## config.mk

```make
export PLATFORM = sky130hd
export DESIGN_NAME = uart_cmd_decoder
export DESIGN_NICKNAME = d
export VERILOG_FILES = /design/src/rtl/uart_cmd_decoder.sv
export SDC_FILE = /design/constraint.sdc
export NUM_CORES = 1
export LEC_CHECK = 0
export ABC_AREA = 0
export BUFFER_PORTS_ARGS = -buffer_cell sky130_fd_sc_hd__clkbuf_2
export CAP_MARGIN = 10
export CORE_MARGIN = 2
export CORE_UTILIZATION = 50
export CTS_BUF_LIST = sky130_fd_sc_hd__clkbuf_16
export CTS_CLUSTER_DIAMETER = 60
export DETAILED_ROUTE_END_ITERATION = 10
export GPL_TIMING_DRIVEN = 0
export HOLD_SLACK_MARGIN = 0.15
export PLACE_DENSITY = 0.8
export SYNTH_ARGS = -nofsm -noshare
export SYNTH_HDL_FRONTEND = slang
export SYNTH_SLANG_ARGS = --single-unit
```

## constraint.sdc

```tcl
create_clock -name i_clock -period 5.8 [get_ports i_clock]
set_clock_uncertainty 0.2 [all_clocks]
set_input_delay 1.74 -clock i_clock [delete_from_list [all_inputs] [get_ports i_clock]]
set_output_delay 1.74 -clock i_clock [all_outputs]
set_load 0.05 [all_outputs]
```

## src/rtl/uart_cmd_decoder.sv

```systemverilog
// Frame parser between uart_rx and the SPI master: 'W' A D writes, 'R' A reads, 'X' pulses a
// system reset. Each W/R frame (or error) returns exactly one byte toward the UART Tx FIFO.
module uart_cmd_decoder #(
    parameter int unsigned BYTE_TIMEOUT = 1000000,
    parameter int unsigned SPI_TIMEOUT  = 4096,
    parameter int unsigned RESET_CYCLES = 10,
    parameter logic [7:0]  ACK_BYTE     = 8'h06,
    parameter logic [7:0]  NAK_BYTE     = 8'h15
) (
    input  logic       i_clock,
    input  logic       i_reset_n,
    input  logic       i_rx_dv,
    input  logic [7:0] i_rx_byte,
    output logic       o_spi_start,
    output logic [7:0] o_spi_upper,
    output logic [7:0] o_spi_lower,
    input  logic       i_spi_busy,
    input  logic       i_spi_done,
    input  logic [7:0] i_spi_rx_byte,
    output logic       o_resp_valid,
    output logic [7:0] o_resp_byte,
    input  logic       i_resp_ready,
    output logic       o_reset_all,
    output logic       o_cmd_error,
    output logic       o_idle
);
    localparam logic [7:0]  OP_WRITE   = 8'h57;
    localparam logic [7:0]  OP_READ    = 8'h52;
    localparam logic [7:0]  OP_RESET   = 8'h58;
    localparam logic [19:0] BYTE_LIMIT = 20'(BYTE_TIMEOUT - 1);
    localparam logic [19:0] SPI_LIMIT  = 20'(SPI_TIMEOUT - 1);
    localparam logic [3:0]  RST_LIMIT  = 4'(RESET_CYCLES - 1);

    generate
        if (RESET_CYCLES < 1 || RESET_CYCLES > 15) begin : g_bad_reset_cycles
            $error("RESET_CYCLES must be within 1..15");
        end
        if (BYTE_TIMEOUT < 1 || BYTE_TIMEOUT > 1048575 ||
            SPI_TIMEOUT < 1 || SPI_TIMEOUT > 1048575) begin : g_bad_timeouts
            $error("timeouts must fit the 20-bit counter");
        end
    endgenerate

    typedef enum logic [2:0] {
        IDLE, GET_ADDR, GET_DATA, SPI_REQ, SPI_WAIT, RESP, RST_PULSE
    } state_t;

    state_t      state_reg, state_next;
    logic        is_read_reg, is_read_next;
    logic [7:0]  stage_upper_reg, stage_upper_next;
    logic [7:0]  stage_lower_reg, stage_lower_next;
    logic [7:0]  spi_upper_reg, spi_upper_next;
    logic [7:0]  spi_lower_reg, spi_lower_next;
    logic        loaded_reg, loaded_next;
    logic [19:0] timer_reg, timer_next;
    logic [3:0]  rst_cnt_reg, rst_cnt_next;
    logic [7:0]  resp_reg, resp_next;
    logic        error_reg, error_next;
    logic        spi_start;
    logic [19:0] timer_inc;

    always_ff @(posedge i_clock or negedge i_reset_n) begin
        if (!i_reset_n) begin
            state_reg       <= IDLE;
            is_read_reg     <= 1'b0;
            stage_upper_reg <= 8'h00;
            stage_lower_reg <= 8'h00;
            spi_upper_reg   <= 8'h00;
            spi_lower_reg   <= 8'h00;
            loaded_reg      <= 1'b0;
            timer_reg       <= 20'd0;
            rst_cnt_reg     <= 4'd0;
            resp_reg        <= 8'h00;
            error_reg       <= 1'b0;
        end else begin
            state_reg       <= state_next;
            is_read_reg     <= is_read_next;
            stage_upper_reg <= stage_upper_next;
            stage_lower_reg <= stage_lower_next;
            spi_upper_reg   <= spi_upper_next;
            spi_lower_reg   <= spi_lower_next;
            loaded_reg      <= loaded_next;
            timer_reg       <= timer_next;
            rst_cnt_reg     <= rst_cnt_next;
            resp_reg        <= resp_next;
            error_reg       <= error_next;
        end
    end

    assign timer_inc = (timer_reg == 20'hFFFFF) ? timer_reg : timer_reg + 20'd1;

    always_comb begin
        state_next       = state_reg;
        is_read_next     = is_read_reg;
        stage_upper_next = stage_upper_reg;
        stage_lower_next = stage_lower_reg;
        spi_upper_next   = spi_upper_reg;
        spi_lower_next   = spi_lower_reg;
        loaded_next      = loaded_reg;
        rst_cnt_next     = 4'd0;
        resp_next        = resp_reg;
        error_next       = 1'b0;
        spi_start        = 1'b0;

        unique case (state_reg)
            IDLE: begin
                if (i_rx_dv) begin
                    if (i_rx_byte == OP_WRITE || i_rx_byte == OP_READ) begin
                        is_read_next = (i_rx_byte == OP_READ);
                        state_next   = GET_ADDR;
                    end else if (i_rx_byte == OP_RESET) begin
                        state_next = RST_PULSE;
                    end else begin
                        resp_next  = NAK_BYTE;
                        error_next = 1'b1;
                        state_next = RESP;
                    end
                end
            end
            GET_ADDR, GET_DATA: begin
                // A byte arriving in the expiry cycle takes priority over the timeout.
                if (i_rx_dv) begin
                    if (state_reg == GET_DATA) begin
                        stage_lower_next = i_rx_byte;
                        state_next       = SPI_REQ;
                    end else if (is_read_reg) begin
                        stage_upper_next = {1'b1, i_rx_byte[6:0]};
                        stage_lower_next = 8'h00;
                        state_next       = SPI_REQ;
                    end else begin
                        stage_upper_next = {1'b0, i_rx_byte[6:0]};
                        state_next       = GET_DATA;
                    end
                end else if (timer_reg == BYTE_LIMIT) begin
                    resp_next  = NAK_BYTE;
                    error_next = 1'b1;
                    state_next = RESP;
                end
            end
            SPI_REQ: begin
                // Outputs are loaded only while the SPI is idle, then start follows.
                if (!i_spi_busy) begin
                    if (loaded_reg) begin
                        spi_start   = 1'b1;
                        loaded_next = 1'b0;
                        state_next  = SPI_WAIT;
                    end else begin
                        spi_upper_next = stage_upper_reg;
                        spi_lower_next = stage_lower_reg;
                        loaded_next    = 1'b1;
                    end
                end
            end
            SPI_WAIT: begin
                if (i_spi_done) begin
                    resp_next  = is_read_reg ? i_spi_rx_byte : ACK_BYTE;
                    state_next = RESP;
                end else if (timer_reg == SPI_LIMIT) begin
                    resp_next  = NAK_BYTE;
                    error_next = 1'b1;
                    state_next = RESP;
                end
            end
            RESP: begin
                if (i_resp_ready) state_next = IDLE;
            end
            RST_PULSE: begin
                rst_cnt_next = rst_cnt_reg + 4'd1;
                if (rst_cnt_reg == RST_LIMIT) begin
                    rst_cnt_next = 4'd0;
                    state_next   = IDLE;
                end
            end
            default: state_next = IDLE;
        endcase

        if (i_rx_dv && (state_reg == SPI_REQ || state_reg == SPI_WAIT ||
                        state_reg == RESP || state_reg == RST_PULSE)) begin
            error_next = 1'b1;
        end

        // Every state change restarts the shared byte/SPI timeout counter.
        timer_next = (state_next != state_reg) ? 20'd0 : timer_inc;
    end

    assign o_spi_start  = spi_start;
    assign o_spi_upper  = spi_upper_reg;
    assign o_spi_lower  = spi_lower_reg;
    assign o_resp_valid = (state_reg == RESP);
    assign o_resp_byte  = resp_reg;
    assign o_reset_all  = (state_reg == RST_PULSE);
    assign o_cmd_error  = error_reg;
    assign o_idle       = (state_reg == IDLE);
endmodule

```

Word-level counts from Yosys, hierarchy flattened. Cells that the tools add are included. Widths: inputs -> output; s select.

Register bits after elaboration: 70. Word-level logic and storage cells: 95. Bits in read-only memories: 0. Bits of input ports: 22. RAM bits: 0. Latch bits: 0. Output and inout bits: 29. Memories: 0.

Muxes and demuxes: 43. Shift operators: 0. Div/mod/pow operators: 0. Order comparisons: 0. $add $sub $neg: 2. Reductions and logical operators: 15. Bitwise operators: 3. Multipliers: 0. Equality and inequality tests: 21.

Operator list (number): $mux 8 (11); $eq 20x20->1 const B (2); $mux 20 (2); $mux 3 (10); $eq 8x7->1 const B (3); $pmux 8 s3 (1); $add 20x1->20 const B (1); $eq 20x12->1 const B (1); $pmux 3 s6 (1); $mux 1 (14); $reduce_and 3->1 (4); $ne 2x2->1 const B (5); $eq 3x3->1 const B (3); $mux 4 (2); $reduce_and 7->1 (1); $eq 3x2->1 const B (2); $add 4x1->4 const B (1); $eq 4x4->1 const B (1); $logic_or 1x1->1 (4); $eq 3x1->1 const B (1); $logic_not 3->1 (1); $ne 3x3->1 (1); $ne 3x3->1 const B (1); $not 1->1 (3); other kinds (8) (8).

Longest topological paths before layout.
Word-level depth: 7. Gate-level depth with buffers: 9. Depth with buffers taken out: 7.

Least setup slack after synthesis. OpenSTA, ideal clock, no wires.

Path type: in2out. From: input port i_spi_busy. To: output port o_spi_start. Required time: 3.860 ns. Path buffers: 0. Data arrival time: 3.448 ns. Cell stages on the path: 1. Slack: 0.412 ns. Cell sequence: nor4b_1.

Cells in the longest elaborated chain, start to end: 2.

RTL lines: start, declared (line 17) `input logic i_spi_busy,`; $mux 1 (line 142) `if (!i_spi_busy) begin`; $mux 1 (line 105) `unique case (state_reg)`; end, declared (line 14) `output logic o_spi_start,`.

Every way passes these cells.

Worst setup path after layout. Ends and elaborated chain as after synthesis.

==> impl_results.md <==
- Number of enable flip-flop cells after synthesis: 0
- Endpoints failing setup: 0
- IO Port Bufs: 50
- Startpoint Class: input port
- Simple-Gate Fraction of Synth Area: 21.7%
- Starting density of the core: 51.4%
- DR vias: 2,615
- Die Wd: 87.6 um
- Setup crit end kind: primary output
- CP most frequent cell: clkbuf_2
- HP Class: reg2reg
- Crit Path Class: in2out
- Comb pwr share: 45.2%
- Die Area: 7670 sq um
- Hold_buf cts: 0
- Internal power: 0.00127 W
- Sequential share of power: 31.4%
- Post-synthesis adder-cell area fraction: 0.358%
- Post-Layout Cell Count: 472
- First-pass GRT wire length: 11.9 mm
- Multiplexer area fraction after synthesis: 8.74%
- Synth top area cells: dfrtp_1 (50%), mux2_2 (6.1%), nor3_2 (6.0%)
- Setup Fix Bufs, Post-CTS: 0
- Max Clock Freq: 212 MHz
- Crit path time final: 4.71 ns
- Async SR Flop Fraction: 100%
- Final WS setup: 1.09 ns
- Number of fill cells: 549
- Cell area after synthesis: 3490 sq um
- Final instance area: 4170 sq um
- Area grow syn2layout: 19.5%
- Max Cap Viol: 0
- Buf+Inv Stages, Crit Path: 2
- PwrDens: 536 nW/um^2
- CTS Buf Count: 9
- Site Rows: 30
- DR pass1 iterations: 4
- Clock power frac: 23.4%
- I/O Pins: 51
- Total Nets Final: 395
- Pins Over Slew Limit: 0
- Worst slew margin: 50.4%
- VDD IR-drop max: 0.000269 V
- CP max FO: 4
- Vias in the first global route: 2,499
- CTS H-tree depth: 3
- Status: finished clean
- CTS tree: done
- Maximum clock path buffer count: 2
- NetSw: 0.000968 W
- Synth Register Bits: 70
- Crit path max-delay family: simple AND/OR/NAND/NOR gates
- Period utilization: 81.2%
- Largest incremental delay on the critical path: 0.52 ns
- Final hold violation count: 0
- Maximum number of pins on one net before global-route repair: 41
- # DRC: 0
- DP HPWL: 5.19 mm
- Cell taking the most area after synthesis: dfrtp_1
- Clock Sinks: 70
- Max reg flops: 20
- Critical path cell sequence: clkbuf_2, nor4b_1, clkbuf_2
- Synth Area in Compound Gates: 9.89%
- Dpl cells: 457
- Pre-CTS setup slack: 1.13 ns
- Total routed wirelength: 7.31 mm
- Post-Synth XOR/XNOR Area: 5.52%
- Sw Share: 43.3%
- WL per Instance: 15.5 um
- Synthesized area per cell: 11.3 sq um
- Synth top area share: 50.2%
- Synth unique cells: 48
- Root Buffer: clkbuf_16
- Sequential share of the synthesized area: 50.2%
- Worst skew pair latency: 0.32 ns
- Unrepaired setup endpoints after global routing: no
- Via-per-instance ratio: 5.54
- Register area: 1750 sq um
- Post-cts resize count: 0
- Initial drt markers: 279
- Multi-input gate area: 1610 sq um
- Final antenna-violating net count: 0
- Top cell types by occurrence after synthesis: dfrtp_1 (70), nor2_1 (22), nor3_2 (21)
- Worst Path Required: 3.86 ns
- Antenna Cells: 0
- Arr. time, crit path: 2.77 ns
- Combinational family with the most area after synthesis: simple AND/OR/NAND/NOR gates
- Setup TNS: 0 ns
- Lkg Pwr: 1.86 nW
- Synth Instances: 310
- GRT Overall Usage: 20.2%
- Initial antenna violation count: 0
- Worst slew pin tran: 0.741 ns
- Slowest stage cell on the critical path: nor4b_1
- Overflow after GRT: 0
- Core Area: 6790 sq um
- Syn_nets: 333
- Die Y: 87.6 um
- Worst-path clk slew: 0.06 ns
- Layout cell share with drive strength beyond 1: 31.9%
- Placement-stage cell area: 3880 sq um
- Yosys Warn Count: 0
- Routability cong.: 0.871
- Synth Flop Type: dfrtp_1
- Most common cell in the synthesized netlist: dfrtp_1
[cell type report]
class	count	area share, %
well taps	96	2.88
clock inverters	6	1.53
inverters	11	0.989
clock buffers	9	5.40
flip-flops and latches	70	42.0
repair buffers	51	6.53
multi-input cells	217	38.7
plain buffers	12	2.04
[placed cells by master, fill, tap and decap left out, types with 14 or more instances in the layout]
| master | Yosys | final |
|---|---|---|
| a22o_1 | 14 | 14 |
| clkbuf_2 | 0 | 49 |
| dfrtp_1 | 70 | 70 |
| mux2_2 | 19 | 19 |
| nand2_1 | 17 | 17 |
| nor2_1 | 22 | 22 |
| nor3_2 | 21 | 21 |
[power groups by stage]
stage,combinational (W),sequential (W),clock [W]
after floorplan,0.000546,0.000934,0
after global placement,0.000983,0.000700,0
after detailed placement,0.00100,0.000709,0
after CTS,0.00101,0.000702,0.000534
after global routing,0.00108,0.000718,0.000554
final,0.00101,0.000703,0.000524
[worst paths after layout]
path,from,to,slack [ns],depth (start not counted)
setup / recovery,i_spi_busy,o_spi_start,1.09,3
setup reg to reg,state_reg[0]$_DFF_PN0_,timer_reg[4]$_DFFE_PN0P_,3.26,8
hold reg to reg,o_spi_lower[5]$_DFFE_PN0P_,o_spi_lower[5]$_DFFE_PN0P_,0.29,1
min in group asynchronous,i_reset_n,timer_reg[11]$_DFFE_PN0P_,1.18,1
hold / removal,o_spi_lower[5]$_DFFE_PN0P_,o_spi_lower[5]$_DFFE_PN0P_,0.29,1
max in group asynchronous,i_reset_n,stage_upper_reg[7]$_DFFE_PN0P_,3.68,2
[per-layer routing]
metal	routed length, um	track usage [%]	up-vias
li1	-	-	1250
met1	3490	28.7	1280
met2	3390	30.2	76
met3	300	4.62	9
met4	125	8.11	0
met5	0	0	-
[worst register-to-register path, stage by stage (launching register included)]
cell and delay [ns]:
dfrtp_1 0.36, buf_2 0.23, nand2_1 0.18, nor4b_1 0.51
a311oi_1 0.11, nand3_1 0.18, mux2_4 0.34, buf_6 0.16
nor3_2 0.18
[kinds of logic (layout without fill, tap and decap cells)]
logic type	Yosys count	in the layout
simple gates	117	117
flops	70	70
compound gates	50	50
mux	27	27
buf+inv	23	89
xor+xnor	22	22
fa+ha+maj	1	1
[through the flow]
stage	total power (W)	util, %	hold slack [ns]
after global placement	0.00168	56.9	0.271
after floorplan	0.00148	-	0.260
after CTS	0.00225	61.4	0.293
final	0.00224	61.4	0.290
after detailed placement	0.00171	57.2	0.279
after global routing	0.00235	61.4	0.303
(Power assumes the default switching activity.)
